File: src/rtl/param_fifo.sv
// Synchronous single-clock FIFO with registered read port, occupancy counter,
// almost-full/empty thresholds, empty-bypass and sticky overflow/underflow flags.
module param_fifo #(
  parameter int DataWidth        = 8,
  parameter int Depth            = 8,
  parameter int AlmostFullLevel  = Depth - 2,
  parameter int AlmostEmptyLevel = 2
) (
  input  logic                   clock,
  input  logic                   reset,
  input  logic [DataWidth-1:0]   cData,
  input  logic                   cPush,
  input  logic                   cPop,
  input  logic                   cFlush,
  input  logic                   cClearErr,
  output logic [DataWidth-1:0]   hData,
  output logic                   hFull,
  output logic                   hEmpty,
  output logic                   hAlmostFull,
  output logic                   hAlmostEmpty,
  output logic [$clog2(Depth):0] hCount,
  output logic                   hOverflow,
  output logic                   hUnderflow
);

  localparam int PtrW = $clog2(Depth);
  localparam int CntW = PtrW + 1;
  localparam logic [CntW-1:0] DepthCnt = CntW'(Depth);
  localparam logic [CntW-1:0] AfLevel  = CntW'(AlmostFullLevel);
  localparam logic [CntW-1:0] AeLevel  = CntW'(AlmostEmptyLevel);

  logic [DataWidth-1:0] mem_q [Depth];

  logic [PtrW-1:0]      wr_ptr_q, wr_ptr_d;
  logic [PtrW-1:0]      rd_ptr_q, rd_ptr_d;
  logic [CntW-1:0]      count_q,  count_d;
  logic [DataWidth-1:0] data_q,   data_d;
  logic                 ovf_q,    ovf_d;
  logic                 udf_q,    udf_d;

  logic full, empty, bypass, do_push, do_pop, ovf_evt, udf_evt, mem_we;

  always_comb begin
    full     = (count_q == DepthCnt);
    empty    = (count_q == '0);
    // Push+pop on an empty FIFO forwards the word straight to hData.
    bypass   = cPush && cPop && empty;
    do_pop   = cPop && !empty;
    do_push  = cPush && !bypass && (!full || cPop);
    ovf_evt  = cPush && !cPop && full && !cFlush;
    udf_evt  = cPop && !cPush && empty && !cFlush;
    mem_we   = do_push && !cFlush;

    wr_ptr_d = wr_ptr_q;
    rd_ptr_d = rd_ptr_q;
    count_d  = count_q;
    data_d   = data_q;

    if (cFlush) begin
      wr_ptr_d = '0;
      rd_ptr_d = '0;
      count_d  = '0;
    end else begin
      if (do_push) begin
        wr_ptr_d = wr_ptr_q + PtrW'(1);
      end
      if (do_pop) begin
        rd_ptr_d = rd_ptr_q + PtrW'(1);
        data_d   = mem_q[rd_ptr_q];
      end
      if (bypass) begin
        data_d = cData;
      end
      if (do_push && !do_pop) begin
        count_d = count_q + CntW'(1);
      end else if (do_pop && !do_push) begin
        count_d = count_q - CntW'(1);
      end
    end

    // A coinciding error event wins over the clear request.
    ovf_d = (ovf_q && !cClearErr) || ovf_evt;
    udf_d = (udf_q && !cClearErr) || udf_evt;
  end

  always_ff @(posedge clock or negedge reset) begin
    if (!reset) begin
      wr_ptr_q <= '0;
      rd_ptr_q <= '0;
      count_q  <= '0;
      data_q   <= '0;
      ovf_q    <= 1'b0;
      udf_q    <= 1'b0;
    end else begin
      wr_ptr_q <= wr_ptr_d;
      rd_ptr_q <= rd_ptr_d;
      count_q  <= count_d;
      data_q   <= data_d;
      ovf_q    <= ovf_d;
      udf_q    <= udf_d;
    end
  end

  // Storage is not reset; stale words are unreachable once the pointers clear.
  always_ff @(posedge clock) begin
    if (mem_we) begin
      mem_q[wr_ptr_q] <= cData;
    end
  end

  assign hData        = data_q;
  assign hCount       = count_q;
  assign hFull        = full;
  assign hEmpty       = empty;
  assign hAlmostFull  = (count_q >= AfLevel);
  assign hAlmostEmpty = (count_q <= AeLevel);
  assign hOverflow    = ovf_q;
  assign hUnderflow   = udf_q;

endmodule

File: config.mk
export PLATFORM = sky130hd
export DESIGN_NAME = param_fifo
export DESIGN_NICKNAME = d
export VERILOG_FILES = /design/src/rtl/param_fifo.sv
export SDC_FILE = /design/constraint.sdc
export NUM_CORES = 1
export LEC_CHECK = 0
export BUFFER_PORTS_ARGS = -buffer_cell sky130_fd_sc_hd__buf_2
export CORE_MARGIN = 2
export CORE_UTILIZATION = 45
export CTS_CLUSTER_SIZE = 16
export DETAILED_ROUTE_END_ITERATION = 10
export GPL_ROUTABILITY_DRIVEN = 0
export PLACE_DENSITY_LB_ADDON = 0.05
export REMOVE_ABC_BUFFERS = 1
export SKIP_LAST_GASP = 1
export SYNTH_ARGS = -nofsm -noshare
export SYNTH_HDL_FRONTEND = slang
export SYNTH_SLANG_ARGS = --single-unit
File: constraint.sdc
create_clock -name clock -period 2.66 [get_ports clock]
set_input_delay 0.665 -clock clock [delete_from_list [all_inputs] [get_ports clock]]
set_output_delay 0.665 -clock clock [all_outputs]
set_load 0.02 [all_outputs]
; ---- Word-level counts from Yosys, hierarchy flattened
; Memory sizes are Yosys's and may differ from the RTL's.
; Index checks and enable logic that the tools add are counted.
[totals]
ff_bits = 20
mem_bits_rw = 64
inputBits = 14
out_inout_bits = 18
wordCells = 60
mem_count = 1
[memory_table]
columns = name, words, word_bits, read_ports, rd_clocked_by_memory_dff, write_ports, line
row1 = mem_q, 8, 8, 1, 0, 1, 32  ; logic [DataWidth-1:0] mem_q [Depth];
[op_classes]
addsub = 4
n_lt_le_gt_ge = 2
n_eq_ne = 1
muxes = 11
n_bitwise = 1
reduce_logical = 34
[op_table]
columns = op, count
row1 = logical AND 1 bit, 16
row2 = 2-to-1 mux 8 bit, 2
row3 = 2-to-1 mux 3 bit, 4
row4 = 2-to-1 mux 4 bit, 3
row5 = zero test 1 bit, 9
row6 = "adder 3 x 1 -> 3 bit, second input constant", 2
row7 = nonzero test 2 bit, 3
row8 = "adder 4 x 1 -> 4 bit, second input constant", 1
row9 = "equality test 4 bit, second input constant", 1
row10 = "greater-or-equal comparator 4 x 3 -> 1 bit, second input constant", 1
row11 = "<= comparator 4 x 2 -> 1 bit, second input constant", 1
row12 = zero test 4 bit, 1
row13 = "subtractor 4 x 1 -> 4 bit, second input constant", 1
row14 = logical OR 1 bit, 3
row15 = nonzero test 3 bit, 1
row16 = 2-to-1 mux 1 bit, 2
row17 = AND reduction 2 bit, 1
row18 = NOT 1 bit, 1

; ---- Depth between registers and ports, before layout
; Gate-level depths: netlist of run 1.
[depth]
depth_word = 10
ltp_mapped = 8
mapped_depth_nobuf = 7

; ---- Worst setup path after synthesis of run 1
; Ideal clock, no wire load.
[synth_timing]
path_kind = in2reg
startpoint = input port cPop
endpoint = memory mem_q[1][0] (enable)
setup_time_ns = 0.383
arrival_ns = 2.022
required_ns = 2.277
setup_slack_ns = 0.255
path_stages = 4
path_buffers = 0
cell_sequence = xnor2_1 o21ai_1 or3b_1 nor3_1
[synth_between]
elab_chain_cells = 8
word_cells_on_any_way = 9
cone_classes = mux: 2 / reduce/logical: 7
[synth_rtl]
columns = item, line
row1 = "start, declared", 13  ; input logic cPop,
row2 = logical AND 1 bit (2 in a row), 47  ; bypass = cPush && cPop && empty;
row3 = zero test 1 bit, 49  ; do_push = cPush && !bypass && (!full || cPop);
row4 = logical AND 1 bit, 49
row5 = logical AND 1 bit (*), 49
row6 = logical AND 1 bit (*), 52  ; mem_we = do_push && !cFlush;
row7 = 2-to-1 mux 1 bit (*), 106  ; if (mem_we) begin
row8 = 2-to-1 mux 1 bit (not written as such) (*), 107  ; mem_q[wr_ptr_q] <= cData;
row9 = "end, declared", 32
; Every way passes the cells marked *; elsewhere a longest branch is shown, timed or not.

; ---- Worst setup path after layout of run 1
[layout_timing]
startpoint = register count_q[1], in the netlist hCount[1]
endpoint = output port hEmpty
[layout_between]
elab_chain_cells = 1
[layout_rtl]
columns = item, line
row1 = "start, declared", 36  ; logic [CntW-1:0] count_q, count_d;
row2 = "start signal, assigned", 97  ; count_q <= count_d;
row3 = zero test 4 bit, 45  ; empty = (count_q == '0);
row4 = "end, declared", 18  ; output logic hEmpty,
; No other way between the ends.

==> results of run 1 <==
## per-stage QoR
stage | setup WS, ps | cells | area [um2] | hold slack, ps | total power [uW]
3_5_place_dp | 266 | 366 | 3940 | 460 | 2850
4_1_cts | 160 | 382 | 4100 | 286 | 3620
5_1_grt | 137 | 382 | 4100 | 304 | 3790
3_3_place_gp | 272 | 366 | 3940 | 457 | 2840
6_report | 187 | 382 | 4100 | 272 | 3570
2_1_floorplan | 253 | 222 | 3580 | 369 | 2490
## per-layer routing
| layer | vias up | routed length (um) |
|---|---|---|
| li1 | 965 | - |
| met1 | 1040 | 3590 |
| met2 | 41 | 3210 |
| met3 | 10 | 331 |
| met4 | 0 | 88 |
| met5 | - | 0 |
## layout make-up
cell class                      count  area [um2]
Fill cell                         656        3700
Sequential cell                    84        2420
Multi-Input combinational cell    132        1130
Timing Repair Buffer               42         238
Clock buffer                       11         131
Tap cell                          102         128
Clock inverter                      5        30.0
Inverter                            6        22.5
## registers in the layout (all words and copies together) (netlist names)
signal      count
rd_ptr_q        3
hData           8
hCount          4
hUnderflow      1
wr_ptr_q        3
mem_q          64
hOverflow       1
## cell usage after synthesis, types with 4 or more instances
cell type and instances:
nor2b_1 8, a211oi_1 9, inv_1 5, dfrtp_1 20, buf_6 5, nand3_1 4, nor2_1 24, clkbuf_1 4
a21oi_1 4, nand2_1 14, xor2_1 4, nor3_1 4, nand2b_1 6, o31ai_1 7, mux4_2 16, edfxtp_1 64
ha_1 4
## kinds of logic after synthesis
| logic type | synth area share |
|---|---|
| flip-flops | 0.660 |
| buffers and inverters | 0.0317 |
| XOR/XNOR | 0.0167 |
| AO/OA/AOI/OAI | 0.0671 |
| multiplexers | 0.104 |
| AND/OR/NAND/NOR | 0.102 |
| adder cells (fa/ha/maj) | 0.0191 |
## power groups by stage
| stage | logic [uW] | clock network [uW] | registers (uW) |
|---|---|---|---|
| floorplan | 656 | 0 | 1840 |
| global placement | 1140 | 0 | 1700 |
| detailed placement | 1150 | 0 | 1700 |
| CTS | 1150 | 801 | 1670 |
| global route | 1250 | 848 | 1690 |
| finish | 1130 | 770 | 1670 |
## final timing paths
| path | from | to | slack (ps) | cells after the start |
|---|---|---|---|---|
| max in group asynchronous | reset | wr_ptr_q[2]$_DFFE_PN0P_ | 2030 | 1 |
| max | hCount[1]$_DFFE_PN0P_ | hEmpty | 190 | 3 |
| min in group clock | hData[4]$_DFFE_PN0P_ | hData[4]$_DFFE_PN0P_ | 470 | 2 |
| min | reset | hCount[3]$_DFFE_PN0P_ | 270 | 1 |
| min reg2reg | hData[4]$_DFFE_PN0P_ | hData[4]$_DFFE_PN0P_ | 470 | 2 |
| max reg2reg | hCount[1]$_DFFE_PN0P_ | hCount[2]$_DFFE_PN0P_ | 550 | 7 |
==> impl_metrics.json, run 1 <==
{
  "outcome": "complete, no violations",
  "drv_slew": 0,
  "die_w_um": 94.3,
  "grt_pass1_vias": 2022,
  "drt_iter0_markers": 117,
  "drv_cap": 0,
  "syn_avg_cell_area_um2": 15.6,
  "power_frac_comb": 0.317,
  "worstPathArrival_ps": 1810,
  "post-synth-top-area-fraction": 0.524,
  "ys_warn_count": 0,
  "firstDrtPassIters": 4,
  "setup_viol": 0,
  "net-switching-power_uw": 1190,
  "drc": 0,
  "fin_skew_ps": 11.4,
  "globalRouteOverflowTotal": 0,
  "antenna_left": 0,
  "grt_pass1_wl_um": 11500,
  "slowest_delay_ps": 680,
  "netlist_area_mm2": 0.00367,
  "finalWirelength_um": 7220,
  "track_usage": 0.182,
  "synthToLayoutAreaGrowth_pct": 11.8,
  "cp_max_fo": 10,
  "worstSetupStartpointType": "flip-flop",
  "core_region_area_mm2": 0.00781,
  "synth_flop_cell": "edfxtp_1",
  "cts.sinks": 84,
  "final.setup.tns_ps": 0,
  "max_slew.worst_pin.slew_ps": 647,
  "insertion_delay_ps": 350,
  "swShare": 0.333,
  "die_h_um": 94.3,
  "cts_resized": 0,
  "fp.dieArea_mm2": 0.00890,
  "cts_max_level": 3,
  "synth_edf_count": 64,
  "cpLargestDelayFamily": "simple AND/OR/NAND/NOR gates",
  "p_clk_frac": 0.216,
  "use_met1": 0.280,
  "rows": 32,
  "fin_nets": 294,
  "hold_viol": 0,
  "clockRootBuffer": "clkbuf_8",
  "antenna_cells": 0,
  "async_flop_share": 0.238,
  "wl_per_cell_um": 18.9,
  "synth_area_leader_cell": "edfxtp_1",
  "yosysUniqueCellTypes": 44,
  "ir_worst_vdd_mv": 0.482,
  "post-route-util": 0.526,
  "endpoint_kind": "output port",
  "path_clk_slew_ps": 80,
  "p_seq_frac": 0.467,
  "path_class": "flip-flop to output port",
  "slew_headroom": 0.568,
  "hold_class": "primary input to asynchronous set/reset pin",
  "cts_made_buffers": 9,
  "p_leak_uw": 0.00151,
  "hold_buffers": 0,
  "synthCells": 235,
  "antenna_found_initial": 0,
  "drt-vias-per-instance": 5.38,
  "intPower_uw": 2380,
  "grt_busiest_layer": "met1",
  "ys_seq_area_frac": 0.660,
  "detailed_place_hpwl_um": 4930,
  "num_vias": 2056,
  "final_common_cell": "edfxtp_1",
  "synth_area_leaders": "edfxtp_1 52%, dfrtp_1 14%, mux4_2 9.8%",
  "cp_num_buf_inv": 2,
  "drive_above_1_share": 0.289,
  "cp_cell_sequence": "or4_4 > inv_2 > buf_2",
  "final_cell_mix": "64 x edfxtp_1, 31 x buf_2, 24 x nor2_1",
  "rsz0062_at_grt": "false",
  "post_cts_buffers": 0,
  "fin_crit_sh": 0.930,
  "io_buffers": 31,
  "start_util": 0.470,
  "clock.fmax_ghz": 0.404,
  "period_minus_slack_ps": 2470,
  "met3_usage": 0.0425,
  "crit_slowest_cell": "or4_4",
  "cts_tree": "yes",
  "io_pins": 32,
  "grt_max_degree": 21,
  "pwr_density_cell_mw_per_mm2": 870,
  "ys_ff_latch": 84,
  "cp.required_ps": 2000,
  "grt_use_met2": 0.262,
  "clk_path_buf_depth": 2
}
Power figures use the tool's default switching activity.
==> inputs of run 2 (changes only) <==
--- a/config.mk
+++ b/config.mk
@@ -5,12 +5,14 @@
 export SDC_FILE = /design/constraint.sdc
 export NUM_CORES = 1
 export LEC_CHECK = 0
+export ABC_AREA = 1
 export BUFFER_PORTS_ARGS = -buffer_cell sky130_fd_sc_hd__buf_2
 export CORE_MARGIN = 2
 export CORE_UTILIZATION = 45
 export CTS_CLUSTER_SIZE = 16
 export DETAILED_ROUTE_END_ITERATION = 10
 export GPL_ROUTABILITY_DRIVEN = 0
+export GPL_TIMING_DRIVEN = 0
 export PLACE_DENSITY_LB_ADDON = 0.05
 export REMOVE_ABC_BUFFERS = 1
 export SKIP_LAST_GASP = 1
==> run 2 against run 1 <==
Worst setup slack improved by 120 ps. Largest cell class unchanged. Wire length rose by 18%. Sequential cell count unchanged. Fmax rose by 4.9%. Clock power grew 17%. Clock-buffer cell count is the same. Power up 1.3%.
==> impl_metrics.json, run 2 <==
{
  "outcome": "complete, no violations",
  "cpLargestDelayFamily": "simple AND/OR/NAND/NOR gates",
  "drv_slew": 0,
  "cp_cell_sequence": "inv_2 > nor2_2 > nand3_1 > nand3_1 > nor2_2 > nand2_1 > nor2_1",
  "p_leak_uw": 0.00188,
  "final_common_cell": "nand2_1",
  "final_cell_mix": "106 x nand2_1, 65 x nand3_1, 64 x edfxtp_1",
  "drc": 0,
  "synthCells": 388,
  "cts_tree": "yes",
  "globalRouteOverflowTotal": 0,
  "ys_ff_latch": 84,
  "r2r_start": "hCount[3]$_DFFE_PN0P_",
  "synth_flop_cell": "edfxtp_1",
  "hold_ws_ps": 281,
  "path_class": "flip-flop to flip-flop",
  "grt_pass1_wl_um": 13900,
  "reg2reg_depth": 7,
  "grt_max_degree": 35,
  "post-synth-top-area-fraction": 0.498,
  "antenna_cells": 0,
  "clockRootBuffer": "clkbuf_8",
  "drt_iter0_markers": 116,
  "post-route-util": 0.517,
  "grt_pass1_vias": 2651,
  "io_buffers": 31,
  "max_slew.worst_pin.slew_ps": 1150,
  "fillers": 775,
  "antenna_found_initial": 0,
  "netlist_area_mm2": 0.00386,
  "pwr_density_cell_mw_per_mm2": 848,
  "r2r-end": "mem_q[6][1]$_DFFE_PP_",
  "synth_area_leader_cell": "edfxtp_1",
  "cts_resized": 0,
  "num_vias": 2665,
  "fin_area_mm2": 0.00427,
  "cts_max_level": 3,
  "synth_edf_count": 64,
  "cp_num_buf_inv": 1,
  "fin_skew_ps": 8.18,
  "firstDrtPassIters": 4,
  "rows": 33,
  "dp.cells": 511,
  "cp.depth": 7,
  "cp.required_ps": 2630,
  "track_usage": 0.195,
  "ys_seq_area_frac": 0.628,
  "syn_avg_cell_area_um2": 9.95,
  "ir_worst_vdd_mv": 0.366,
  "die_w_um": 96.6,
  "period_minus_slack_ps": 2360,
  "fin_crit_sh": 0.886,
  "cts_made_buffers": 9,
  "die_h_um": 96.6,
  "ys_warn_count": 0,
  "synthToLayoutAreaGrowth_pct": 10.5,
  "worstPathArrival_ps": 2330,
  "yosysUniqueCellTypes": 29,
  "setup_viol": 0,
  "hold_buffers": 0,
  "antenna_left": 0,
  "async_flop_share": 0.238,
  "cp_max_fo": 8,
  "wl_per_cell_um": 16.1,
  "largest_register_ffs": 64,
  "regMostFlops": "mem_q",
  "drive_above_1_share": 0.171,
  "final_cells": 527,
  "r2r_slack_ps": 300,
  "core_region_area_mm2": 0.00826,
  "clk_path_buf_depth": 2,
  "worstSetupStartpoint": "hCount[3]$_DFFE_PN0P_",
  "place_area_mm2": 0.00407,
  "synth_area_leaders": "edfxtp_1 50%, dfrtp_1 13%, nand2_1 10%",
  "fp.dieArea_mm2": 0.00933,
  "detailed_place_hpwl_um": 5120,
  "finalWirelength_um": 8500,
  "cts.sinks": 84,
  "endpoint_kind": "flip-flop",
  "synth.most_common_cell": "nand2_1",
  "drt-vias-per-instance": 5.06,
  "rsz0062_at_grt": "false",
  "endpoint": "mem_q[6][1]$_DFFE_PP_",
  "slew_headroom": 0.230,
  "slowest_delay_ps": 890,
  "drv_cap": 0,
  "post_cts_buffers": 0,
  "worstSetupStartpointType": "flip-flop",
  "crit_slowest_cell": "nor2_1",
  "start_util": 0.467,
  "fin_nets": 436,
  "hold_class": "primary input to asynchronous set/reset pin",
  "netlist_top_cells_count": "106 x nand2_1, 65 x nand3_1, 64 x edfxtp_1, 45 x inv_1, 24 x nor2_1",
  "insertion_delay_ps": 350,
  "path_clk_slew_ps": 80,
  "io_pins": 32,
  "hold_viol": 0,
  "clock.fmax_ghz": 0.424
}
-- run 2: changes by cell type in the layout (fill, tap and decap cells not counted), sizes merged, moves of 10 or more --
cell	delta
nand3	+62
a211oi	-10
buf	-11
inv	+44
nand2	+96
mux4	-16
-- run 2: per-layer routing --
layer,GRT usage,part of all wire,up-vias
met4,0.0683,0.012,0
met3,0.0347,0.049,7
li1,-,-,1330
met2,0.324,0.50,52
met1,0.257,0.44,1276
met5,0,0,-
-- run 2: worst min-delay path by stage --
stage / startpoint / to / slack, ps
2_1_floorplan: reset / hCount[0]$_DFFE_PN0P_ / 370
4_1_cts: reset / hData[2]$_DFFE_PN0P_ / 290
5_1_grt: reset / hData[7]$_DFFE_PN0P_ / 300
3_5_place_dp: hData[5]$_DFFE_PN0P_ / hData[5]$_DFFE_PN0P_ / 460
6_report: reset / hData[1]$_DFFE_PN0P_ / 280
3_3_place_gp: hData[5]$_DFFE_PN0P_ / hData[5]$_DFFE_PN0P_ / 460
-- run 2: logic make-up (layout without fill, tap and decap cells) --
family          after synthesis  after routing  share of synthesized area
buf+inv                      65             99                     0.0707
compound gates               19             19                     0.0285
flops                        84             84                      0.628
simple gates                213            213                      0.251
fa+ha+maj                     5              5                     0.0182
xor+xnor                      2              2                    0.00454
-- run 2: layout make-up --
type	instances	area, um2	area share
tap	105	131	0.0308
clock inverter	5	52.6	0.0123
inverter	52	196	0.0461
multi-input combinational	239	1160	0.273
sequential	84	2420	0.568
timing repair buffer	31	155	0.0364
clock buffer	11	141	0.0331
-- run 2: per-stage QoR --
step	setup TNS (ps)	power (uW)	worst slack, ps
after global routing	0	3870	110
final	0	3620	302
after global placement	-421	2750	-53.5
after detailed placement	-477	2770	-60.5
after floorplan	0	2420	769
after CTS	0	3660	88.1
-- run 2: power by group --
group          switching, uW  total, uW  internal, uW
Sequential               154       1690          1540
Clock                    447        902           455
Combinational            683       1020           340
Total                   1280       3620          2330
-- run 2: worst register-to-register path, cell delays in order, from the launching register on --
cell and delay, ps:
dfrtp_1 460, inv_2 120, nor2_2 40, nand3_1 90, nand3_1 110, nor2_2 140, nand2_1 130, nor2_1 890
